`src/rtl/mem_port_arbiter_if.sv`:
```
// mem_port_arbiter_if: fetch/data request ports plus the shared memory bus.
// slave is the arbiter's view; master is the pipeline-and-memory view.
interface mem_port_arbiter_if #(parameter int ADDR_WIDTH = 32);
    logic                  i_req;
    logic [ADDR_WIDTH-1:0] i_addr;
    logic                  i_done;
    logic [31:0]           i_rdata;
    logic                  d_req;
    logic                  d_we;
    logic                  d_byte;
    logic [ADDR_WIDTH-1:0] d_addr;
    logic [31:0]           d_wdata;
    logic                  d_done;
    logic [31:0]           d_rdata;
    logic                  mem_req;
    logic                  mem_we;
    logic [ADDR_WIDTH-1:0] mem_addr;
    logic [3:0]            mem_be;
    logic [31:0]           mem_wdata;
    logic                  mem_ack;
    logic [31:0]           mem_rdata;
    logic                  stall_f;
    logic                  stall_m;

    modport slave (
        input  i_req, i_addr, d_req, d_we, d_byte, d_addr, d_wdata, mem_ack, mem_rdata,
        output i_done, i_rdata, d_done, d_rdata, mem_req, mem_we, mem_addr, mem_be,
               mem_wdata, stall_f, stall_m
    );

    modport master (
        output i_req, i_addr, d_req, d_we, d_byte, d_addr, d_wdata, mem_ack, mem_rdata,
        input  i_done, i_rdata, d_done, d_rdata, mem_req, mem_we, mem_addr, mem_be,
               mem_wdata, stall_f, stall_m
    );
endinterface

```
`src/rtl/mem_port_arbiter.sv`:
```
// mem_port_arbiter: shares one memory port between fetch and data, data first.
// Define ARB_FAIRNESS_EN to grant fetch after STARVE_LIMIT data grants while it waits.
module mem_port_arbiter #(
    parameter int ADDR_WIDTH   = 32,
    parameter int STARVE_LIMIT = 4
) (
    input logic               clk,
    input logic               reset,
    mem_port_arbiter_if.slave bus
);
    typedef enum logic [1:0] {IDLE, BUSY_I, BUSY_D} state_t;

    state_t      state, state_n;
    logic        grant_d, grant_i, fair_fetch;
    logic        lat_byte;
    logic [1:0]  lat_a;
    logic [31:0] shifted;

    if (STARVE_LIMIT < 1) begin : g_bad_starve_limit
        $error("STARVE_LIMIT must be at least 1");
    end

    always_comb begin
        state_n = state;
        grant_d = 1'b0;
        grant_i = 1'b0;
        if (state == IDLE) begin
            grant_d = bus.d_req & ~fair_fetch;
            grant_i = bus.i_req & ~grant_d;
            state_n = grant_d ? BUSY_D : grant_i ? BUSY_I : IDLE;
        end else if (bus.mem_ack) begin
            state_n = IDLE;
        end
    end

    always_ff @(posedge clk) begin
        if (reset) begin
            state         <= IDLE;
            bus.mem_req   <= 1'b0;
            bus.mem_we    <= 1'b0;
            bus.mem_addr  <= '0;
            bus.mem_be    <= 4'b0000;
            bus.mem_wdata <= '0;
            lat_byte      <= 1'b0;
            lat_a         <= 2'b00;
        end else begin
            state       <= state_n;
            bus.mem_req <= state_n != IDLE;
            if (grant_d) begin
                bus.mem_we    <= bus.d_we;
                bus.mem_addr  <= bus.d_addr & ~ADDR_WIDTH'(3);
                bus.mem_be    <= bus.d_byte ? 4'b0001 << bus.d_addr[1:0] : 4'b1111;
                bus.mem_wdata <= bus.d_byte ? {4{bus.d_wdata[7:0]}} : bus.d_wdata;
                lat_byte      <= bus.d_byte;
                lat_a         <= bus.d_addr[1:0];
            end else if (grant_i) begin
                bus.mem_we   <= 1'b0;
                bus.mem_addr <= bus.i_addr & ~ADDR_WIDTH'(3);
                bus.mem_be   <= 4'b1111;
            end
        end
    end

    // Completion is combinational so the requester sees data in the ack cycle.
    assign bus.i_done  = state == BUSY_I && bus.mem_ack;
    assign bus.d_done  = state == BUSY_D && bus.mem_ack;
    assign shifted     = bus.mem_rdata >> {lat_a, 3'b000};
    assign bus.i_rdata = bus.i_done ? bus.mem_rdata : 32'h0;
    assign bus.d_rdata = !bus.d_done ? 32'h0 :
                         lat_byte ? {{24{shifted[7]}}, shifted[7:0]} : bus.mem_rdata;
    assign bus.stall_f = bus.i_req & ~bus.i_done;
    assign bus.stall_m = bus.d_req & ~bus.d_done;

`ifdef ARB_FAIRNESS_EN
    localparam int CW = $clog2(STARVE_LIMIT + 1);
    logic [CW-1:0] starve;

    assign fair_fetch = bus.i_req && starve == CW'(STARVE_LIMIT);

    always_ff @(posedge clk) begin
        if (reset || grant_i || (grant_d && !bus.i_req))
            starve <= '0;
        else if (grant_d)
            starve <= starve + 1'b1;
    end
`else
    assign fair_fetch = 1'b0;
`endif
endmodule

```
`src/flat_wrapper.sv`:
```
// flat-port wrapper written by rule: the top's interface ports become plain ports
module mem_port_arbiter_flat 
#(
    parameter int ADDR_WIDTH   = 32,
    parameter int STARVE_LIMIT = 4
)
  (clk, reset, bus_i_req, bus_i_addr, bus_d_req, bus_d_we, bus_d_byte, bus_d_addr, bus_d_wdata, bus_mem_ack, bus_mem_rdata, bus_i_done, bus_i_rdata, bus_d_done, bus_d_rdata, bus_mem_req, bus_mem_we, bus_mem_addr, bus_mem_be, bus_mem_wdata, bus_stall_f, bus_stall_m);
  mem_port_arbiter_if #(.ADDR_WIDTH(ADDR_WIDTH)) bus_i ();
  input logic clk;
  input logic reset;
  input wire logic [$bits(bus_i.i_req)-1:0] bus_i_req;
  input wire logic [$bits(bus_i.i_addr)-1:0] bus_i_addr;
  input wire logic [$bits(bus_i.d_req)-1:0] bus_d_req;
  input wire logic [$bits(bus_i.d_we)-1:0] bus_d_we;
  input wire logic [$bits(bus_i.d_byte)-1:0] bus_d_byte;
  input wire logic [$bits(bus_i.d_addr)-1:0] bus_d_addr;
  input wire logic [$bits(bus_i.d_wdata)-1:0] bus_d_wdata;
  input wire logic [$bits(bus_i.mem_ack)-1:0] bus_mem_ack;
  input wire logic [$bits(bus_i.mem_rdata)-1:0] bus_mem_rdata;
  output wire logic [$bits(bus_i.i_done)-1:0] bus_i_done;
  output wire logic [$bits(bus_i.i_rdata)-1:0] bus_i_rdata;
  output wire logic [$bits(bus_i.d_done)-1:0] bus_d_done;
  output wire logic [$bits(bus_i.d_rdata)-1:0] bus_d_rdata;
  output wire logic [$bits(bus_i.mem_req)-1:0] bus_mem_req;
  output wire logic [$bits(bus_i.mem_we)-1:0] bus_mem_we;
  output wire logic [$bits(bus_i.mem_addr)-1:0] bus_mem_addr;
  output wire logic [$bits(bus_i.mem_be)-1:0] bus_mem_be;
  output wire logic [$bits(bus_i.mem_wdata)-1:0] bus_mem_wdata;
  output wire logic [$bits(bus_i.stall_f)-1:0] bus_stall_f;
  output wire logic [$bits(bus_i.stall_m)-1:0] bus_stall_m;
  assign bus_i.i_req = bus_i_req;
  assign bus_i.i_addr = bus_i_addr;
  assign bus_i.d_req = bus_d_req;
  assign bus_i.d_we = bus_d_we;
  assign bus_i.d_byte = bus_d_byte;
  assign bus_i.d_addr = bus_d_addr;
  assign bus_i.d_wdata = bus_d_wdata;
  assign bus_i.mem_ack = bus_mem_ack;
  assign bus_i.mem_rdata = bus_mem_rdata;
  assign bus_i_done = bus_i.i_done;
  assign bus_i_rdata = bus_i.i_rdata;
  assign bus_d_done = bus_i.d_done;
  assign bus_d_rdata = bus_i.d_rdata;
  assign bus_mem_req = bus_i.mem_req;
  assign bus_mem_we = bus_i.mem_we;
  assign bus_mem_addr = bus_i.mem_addr;
  assign bus_mem_be = bus_i.mem_be;
  assign bus_mem_wdata = bus_i.mem_wdata;
  assign bus_stall_f = bus_i.stall_f;
  assign bus_stall_m = bus_i.stall_m;
  mem_port_arbiter #(.ADDR_WIDTH(ADDR_WIDTH), .STARVE_LIMIT(STARVE_LIMIT)) u_core (.clk(clk), .reset(reset), .bus(bus_i));
endmodule
```
`config.mk`:
```
export PLATFORM = sky130hd
export DESIGN_NAME = mem_port_arbiter_flat
export DESIGN_NICKNAME = d
export VERILOG_FILES = /design/src/rtl/mem_port_arbiter_if.sv /design/src/rtl/mem_port_arbiter.sv /design/src/flat_wrapper.sv
export SDC_FILE = /design/constraint.sdc
export NUM_CORES = 1
export LEC_CHECK = 0
export CORE_MARGIN = 2
export CORE_UTILIZATION = 39
export CTS_CLUSTER_DIAMETER = 120
export DETAILED_ROUTE_END_ITERATION = 12
export PLACE_DENSITY = 0.95
export RECOVER_POWER = 100
export SYNTH_ARGS = -nofsm -noshare
export SYNTH_HDL_FRONTEND = slang
export SYNTH_SLANG_ARGS = --single-unit
```
`constraint.sdc`:
```
create_clock -name clk -period 4.65 [get_ports clk]
set_clock_uncertainty 0.15 [all_clocks]
set_input_delay 0.93 -clock clk [delete_from_list [all_inputs] [get_ports clk]]
set_output_delay 0.93 -clock clk [all_outputs]
set_load 0.02 [all_outputs]
```
Word-level counts from Yosys, hierarchy flattened
Cells that the tools add are included.
- flip-flop bits (word level): 73
- input bits: 135
- output and inout bits: 138
- word-level logic and storage cells: 40
- equality and inequality tests: 2
- shift operators: 2
- multiplexer cells: 17
- bitwise logic cells: 6
- reduce and logical (&&, ||, !) cells: 5
- operators by type and width (operator ; number):
    32-bit 2-to-1 mux ; 6
    32-bit by 5-bit right shift with 8-bit output ; 1
    4-bit 2-to-1 mux ; 3
    2-bit 2-to-1 mux ; 3
    1-bit 2-to-1 mux ; 5
    2-bit nonzero test ; 2
    1-bit by 2-bit << shifter with 4-bit output (first input constant) ; 1
    1-bit AND ; 3
    1-bit NOT ; 3
    2-bit by 1-bit == test with 1-bit output (second input constant) ; 1
    2-bit == test (second input constant) ; 1
    1-bit logical AND ; 2
    2-bit zero test ; 1

Longest topological paths before layout
Gate-level depths: netlist (run 1).
- depth after elaboration: 6
- depth in mapped cells: 5
- depth with buffers taken out: 4

Worst setup path after synthesis (run 1)
No wires, ideal clock.
- kind: input port to output port
- start point: input port bus_mem_ack
- end point: output port bus_d_rdata[0]
- data arrival time: 1.877 ns
- required time: 3.570 ns
- path slack: 1.693 ns
- stages on the path: 4
- path buffers: 0
- path through: nand3b_1 inv_1 o21ai_0 a21oi_1
- cells in the longest elaborated chain, start to end: 2
- RTL lines (element ; line ; text):
    start, declared ; flat_wrapper.sv:18 ; input wire logic [$bits(bus_i.mem_ack)-1:0] bus_mem_ack;
    1-bit logical AND ; mem_port_arbiter.sv:66 ; assign bus.d_done = state == BUSY_D && bus.mem_ack;
    net bus_d_done ; flat_wrapper.sv:22 ; output wire logic [$bits(bus_i.d_done)-1:0] bus_d_done;
    32-bit 2-to-1 mux ; mem_port_arbiter.sv:69 ; assign bus.d_rdata = !bus.d_done ? 32'h0 :
    end, declared ; flat_wrapper.sv:23 ; output wire logic [$bits(bus_i.d_rdata)-1:0] bus_d_rdata;
The timed path passes the listed nets, and every way through them passes these cells.

Worst setup path after layout (run 1)
- start point: input port bus_mem_rdata[31]
- end point: output port bus_d_rdata[11]
- cells in the longest elaborated chain, start to end: 3
- RTL lines (element ; line ; text):
    start, declared ; flat_wrapper.sv:19 ; input wire logic [$bits(bus_i.mem_rdata)-1:0] bus_mem_rdata;
    32-bit by 5-bit right shift with 8-bit output ; mem_port_arbiter.sv:67 ; assign shifted = bus.mem_rdata >> {lat_a, 3'b000};
    32-bit 2-to-1 mux ; mem_port_arbiter.sv:70 ; lat_byte ? {{24{shifted[7]}}, shifted[7:0]} : bus.mem_rdata;
    32-bit 2-to-1 mux ; mem_port_arbiter.sv:69 ;
No other way between the ends.

==> out/metrics.cfg, run 1 <==
[die]
start_util=0.404
fp.dieW_um=105
design.die.area_um2=11100
io_pins=273
core_um2=9860
die_h_um=105
fp-row-count=36

[logic_synthesis]
yosys_warnings=0
yosysTopAreaCell=dfxtp_1
yosysSeqAreaShare=0.366
ys_types=33
ys_seq_elements=73
syn_avg_cell_area_um2=8.50
synth_cells=469
ys_top_cells_by_area=dfxtp_1 37%, mux2i_1 8.3%, a211oi_2 7.5%
synth_top_area_share=0.366
syn-cell-area_um2=3990

[routing]
drt-initial-drc-count=178
wl_um=15100
drt_first_pass_iters=4
ant_nets=0
avgViaCountPerCell=5.31
via_count=4503
drc=0
wl_per_cell_um=17.8

[sta]
fin_crit_sh=0.906
max_freq_mhz=237
rsz0062_at_grt=false
hold_viol_final=0
min_period_ps=4210
drv_slew=32
setup_viol=0
worst_slew_pin_slew_ps=2080
layout_setup_ws_ps=438
totalNegativeSetupSlack_ps=0
slew_headroom=-0.389

[clock_tree]
hold_buffers=0
clockBufferDepth=2
root_buffer=clkbuf_8
h-tree-depth=3
cts_tree=yes
numCtsBuffers=9
cts_resized=0
cts_sinks=73
post-cts-setup-buffers=0
cts.clk_slew.worst_paths_ps=70
insertion_delay_ps=330

[pwr]
power-per-cell-area_nw_per_um2=277
peakVddDrop_uv=229
p_leak_nw=2.94

[critical_path]
startpoint_type=primary input
critPathMaxFanout=25
crit_arrival_ps=3130
worst-setup-path-type=in2out
cp-end-kind=output pin
cp.required_ps=3570

[job]
maxCapViolCount=1

[run_status]
violations=max-capacitance violations, max-slew violations
status=complete, but fails checks

[global_route]
grt_pass1_vias=4466
grt_pass1_wl_um=22800
grt_antenna_before_repair=1
grt_max_degree=60
grtUsageTotal=0.260
grt_overflow=0

[finish]
seq_area_um2=1460
layout_commonest_cell=dlygate4sd3_1
multi_input_area_um2=2090
area_growth_pct=71.4
fillers=790
final_cell_mix=136 x dlygate4sd3_1, 131 x clkdlybuf4s50_1, 73 x dfxtp_1
drive_gt1_frac=0.0574
nNetsFinal=844

[place]
post-place-ws_ps=561
numPortBuffers=268
hpwl_um=11800
gp_congestion=0.933

[hold_path]
hold_class=reg2reg

cell usage after synthesis, drive strengths merged:
library cell,n
inv,38
o22ai,30
o31ai,1
nand3b,1
nand4bb,1
conb,1
mux2i,33
and2,32
nand2,23
o2bb2ai,7
or4b,1
a221oi,30
dfxtp,73
or3b,1
nor2b,1
and3b,1
a211oi,28
o21a,1
o21ai,8
or2,1
nor3b,1
nor2,27
buf,26
nand2b,30
a21oi,50
o22a,1
clkbuf,22
final timing paths:
check	from	end	slack, ps	cells after the start
max	bus_mem_rdata[31]	bus_d_rdata[11]	440	5
min	u_core.bus.mem_wdata[4]	u_core.bus.mem_wdata[4]	310	2
max reg2reg	u_core.state[0]	u_core.bus.mem_addr[25]	630	4
min reg2reg	u_core.bus.mem_wdata[4]	u_core.bus.mem_wdata[4]	310	2
kinds of logic (layout without fill, tap and decap cells):
group | after synthesis | after routing | synth area share
multiplexers | 33 | 33 | 0.0828
buffers and inverters | 86 | 330 | 0.0954
AO/OA/AOI/OAI | 156 | 156 | 0.292
flip-flops | 73 | 73 | 0.366
AND/OR/NAND/NOR | 120 | 120 | 0.163
other | 1 | 3 | 0.000940
final cells by class:
| class | instances | area share |
|---|---|---|
| well taps | 133 | 0.0243 |
| inverters | 38 | 0.0209 |
| repair buffers | 276 | 0.400 |
| clock inverters | 5 | 0.0124 |
| clock buffers | 11 | 0.0221 |
| flip-flops and latches | 73 | 0.214 |
| multi-input cells | 311 | 0.306 |
| diodes | 1 | 0.000366 |
stage by stage:
stage               power [mW]  cells  area (µm²)  utilization  hold slack [ps]
floorplan                 1.05    470        3990            -              378
global placement          1.35    831        6670        0.676              293
detailed placement        1.37    831        6670        0.676              298
CTS                       1.94    847        6900        0.700              309
global route              1.97    848        6840        0.693              327
finish                    1.89    848        6840        0.693              306
state kept, by name (all words and copies together) (netlist names):
register and count:
u_core.bus.mem_be 4, u_core.lat_byte 1, u_core.bus.mem_req 1, u_core.bus.mem_we 1
u_core.state 2, u_core.bus.mem_addr 30, u_core.bus.mem_wdata 32, u_core.lat_a 2
critical path, cell delays in order:
cell	delay (ps)
clkdlybuf4s50_1	470
mux2i_1	160
o22a_1	690
a21oi_1	180
dlygate4sd3_1	700
routing by layer:
layer | part of all wire | up-vias | wire length, µm | global-route usage
met5 | 0 | - | 0 | 0
met4 | 0.036 | 0 | 541 | 0.132
met3 | 0.065 | 40 | 976 | 0.0580
met2 | 0.54 | 222 | 8130 | 0.493
met1 | 0.36 | 2102 | 5410 | 0.265
li1 | - | 2139 | - | -
where the power goes:
part | internal [mW] | leakage [nW] | switching (mW)
logic | 0.285 | 2.22 | 0.307
clock network | 0.335 | 0.116 | 0.241
registers | 0.688 | 0.606 | 0.0366
No activity file was read; power rests on OpenSTA's default activity.
==> run 2: changes to the inputs <==
--- a/config.mk
+++ b/config.mk
@@ -5,11 +5,12 @@
 export SDC_FILE = /design/constraint.sdc
 export NUM_CORES = 1
 export LEC_CHECK = 0
-export CORE_MARGIN = 2
-export CORE_UTILIZATION = 39
+export CORE_AREA = 2 2 105 107
 export CTS_CLUSTER_DIAMETER = 120
 export DETAILED_ROUTE_END_ITERATION = 12
-export PLACE_DENSITY = 0.95
+export DIE_AREA = 0 0 107 109
+export GPL_TIMING_DRIVEN = 0
+export PLACE_DENSITY = 0.94
 export RECOVER_POWER = 100
 export SYNTH_ARGS = -nofsm -noshare
 export SYNTH_HDL_FRONTEND = slang
==> out/metrics.cfg, run 2 (synthesized netlist as in run 1, its figures left out) <==
[run_status]
status=completed

[clock_tree]
post-cts-setup-buffers=0
cts.clk_slew.worst_paths_ps=80
cts_resized=0
cts_tree=yes
insertion_delay_ps=350
h-tree-depth=3
cts_sinks=73
numCtsBuffers=9
clockBufferDepth=2
hold_buffers=0
root_buffer=clkbuf_8

[global_route]
grt_antenna_before_repair=1
grt_max_degree=12
grt_overflow=0
grtUsageTotal=0.258
grt_pass1_wl_um=23400
grt_pass1_vias=4663

[routing]
wl_um=15800
via_count=4610
drc=0
drt_first_pass_iters=4
wl_per_cell_um=17.8
drt-initial-drc-count=252
ant_nets=0
avgViaCountPerCell=5.17

[hold_path]
hp-start=u_core.bus.mem_wdata[1]
hold_depth=2
hold_class=reg2reg
min_to=u_core.bus.mem_wdata[1]

[sta]
worst_slew_pin_slew_ps=962
hold_viol_final=0
fin_crit_sh=0.895
rsz0062_at_grt=false
min_period_ps=4160
totalNegativeSetupSlack_ps=0
slew_headroom=0.352
drv_slew=0
max_freq_mhz=240
setup_viol=0

[critical_path]
cp-end-kind=output pin
crit_arrival_ps=3080
worst-setup-path-type=in2out
worstReg2RegEnd=u_core.bus.mem_wdata[21]
startpoint_type=primary input
r2r_cells=5
critPathMaxFanout=9
r2r_slack_ps=2360
cp.required_ps=3570
worstReg2RegStart=u_core.state[1]

[finish]
largest_reg_flops=32
fin_area_um2=6880
drive_gt1_frac=0.0453
nNetsFinal=882
top_regs=u_core.bus.mem_wdata (32), u_core.bus.mem_addr (30), u_core.bus.mem_be (4)
final_cell_mix=136 x dlygate4sd3_1, 130 x clkdlybuf4s50_1, 73 x dfxtp_1
area_growth_pct=72.4
layout_commonest_cell=dlygate4sd3_1
largest_register=u_core.bus.mem_wdata
fillers=888
post-route-util=0.649

[pwr]
design_power_total_mw=1.80
power-per-cell-area_nw_per_um2=261
p_seq_frac=0.401
intPower_mw=1.22
p_leak_nw=2.97
clockPowerShare=0.261
peakVddDrop_uv=229
power_switching_mw=0.577
switching_share=0.321
combPwrFrac=0.338

[die]
io_pins=273
design.die.area_um2=11700
die_h_um=109
fp-row-count=38
fp.dieW_um=107
core_um2=10600
start_util=0.376

[place]
placed_cell_area_um2=6830
gp_congestion=0.944
hpwl_um=12900
numPortBuffers=266

[job]
maxCapViolCount=0

-- run 2: cell types whose count changed in the layout (fill, tap and decap cells not counted), sizes merged --
cell / previous run / this run
buf: 7 / 16
bufinv: 2 / 1
clkbuf: 13 / 43
clkdlybuf4s50: 131 / 130
clkinv: 1 / 2
clkinvlp: 1 / 0
inv: 39 / 38
-- run 2: through the flow --
step / hold WS [ps] / worst slack [ps] / instances
global placement: 293 / 532 / 876
global route: 334 / 376 / 891
floorplan: 378 / 1690 / 470
finish: 307 / 486 / 891
CTS: 311 / 543 / 890
detailed placement: 301 / 552 / 876
-- run 2: metal layers --
| layer | GRT usage | routed length, µm |
|---|---|---|
| met2 | 0.480 | 8310 |
| met3 | 0.0687 | 1210 |
| met4 | 0.149 | 634 |
| met5 | 0 | 0 |
| met1 | 0.259 | 5680 |
-- run 2: worst max-delay path by stage --
| stage | startpoint | endpoint |
|---|---|---|
| 5_1_grt | bus_mem_ack | bus_d_rdata[6] |
| 6_report | bus_mem_ack | bus_d_rdata[6] |
| 2_1_floorplan | bus_mem_ack | bus_d_rdata[0] |
| 4_1_cts | bus_mem_ack | bus_d_rdata[6] |
| 3_5_place_dp | bus_mem_ack | bus_d_rdata[6] |
| 3_3_place_gp | bus_mem_ack | bus_d_rdata[6] |
-- run 2: cell type report --
cell class	count	area, µm²	share of cell area
timing repair buffer	266	2660	0.387
multi-input combinational	311	2040	0.297
sequential	73	1460	0.213
buffer	48	214	0.0311
tap	140	175	0.0255
inverter	38	143	0.0207
clock buffer	11	131	0.0191
clock inverter	3	43.8	0.00637
antenna	1	2.50	0.000364
-- run 2: critical path: stages --
cell and delay [ps]:
clkdlybuf4s50_1 520, nand3b_1 250, inv_1 320, o21ai_0 180
a21oi_1 180, dlygate4sd3_1 700
-- run 2: power by group through the flow --
| stage | registers (mW) | clock network, mW | logic [mW] |
|---|---|---|---|
| 3_5_place_dp | 0.737 | 0 | 0.653 |
| 4_1_cts | 0.723 | 0.478 | 0.655 |
| 2_1_floorplan | 0.804 | 0 | 0.244 |
| 5_1_grt | 0.727 | 0.499 | 0.646 |
| 6_report | 0.721 | 0.469 | 0.606 |
| 3_3_place_gp | 0.732 | 0 | 0.640 |
==> run 3: changes to the inputs <==
--- a/config.mk
+++ b/config.mk
@@ -7,6 +7,7 @@
 export LEC_CHECK = 0
 export CORE_AREA = 2 2 105 107
 export CTS_CLUSTER_DIAMETER = 120
+export CTS_CLUSTER_SIZE = 12
 export DETAILED_ROUTE_END_ITERATION = 12
 export DIE_AREA = 0 0 107 109
 export GPL_TIMING_DRIVEN = 0
==> results of run 3 <==
Final layout, timing and power as in run 2 (identical DEF).
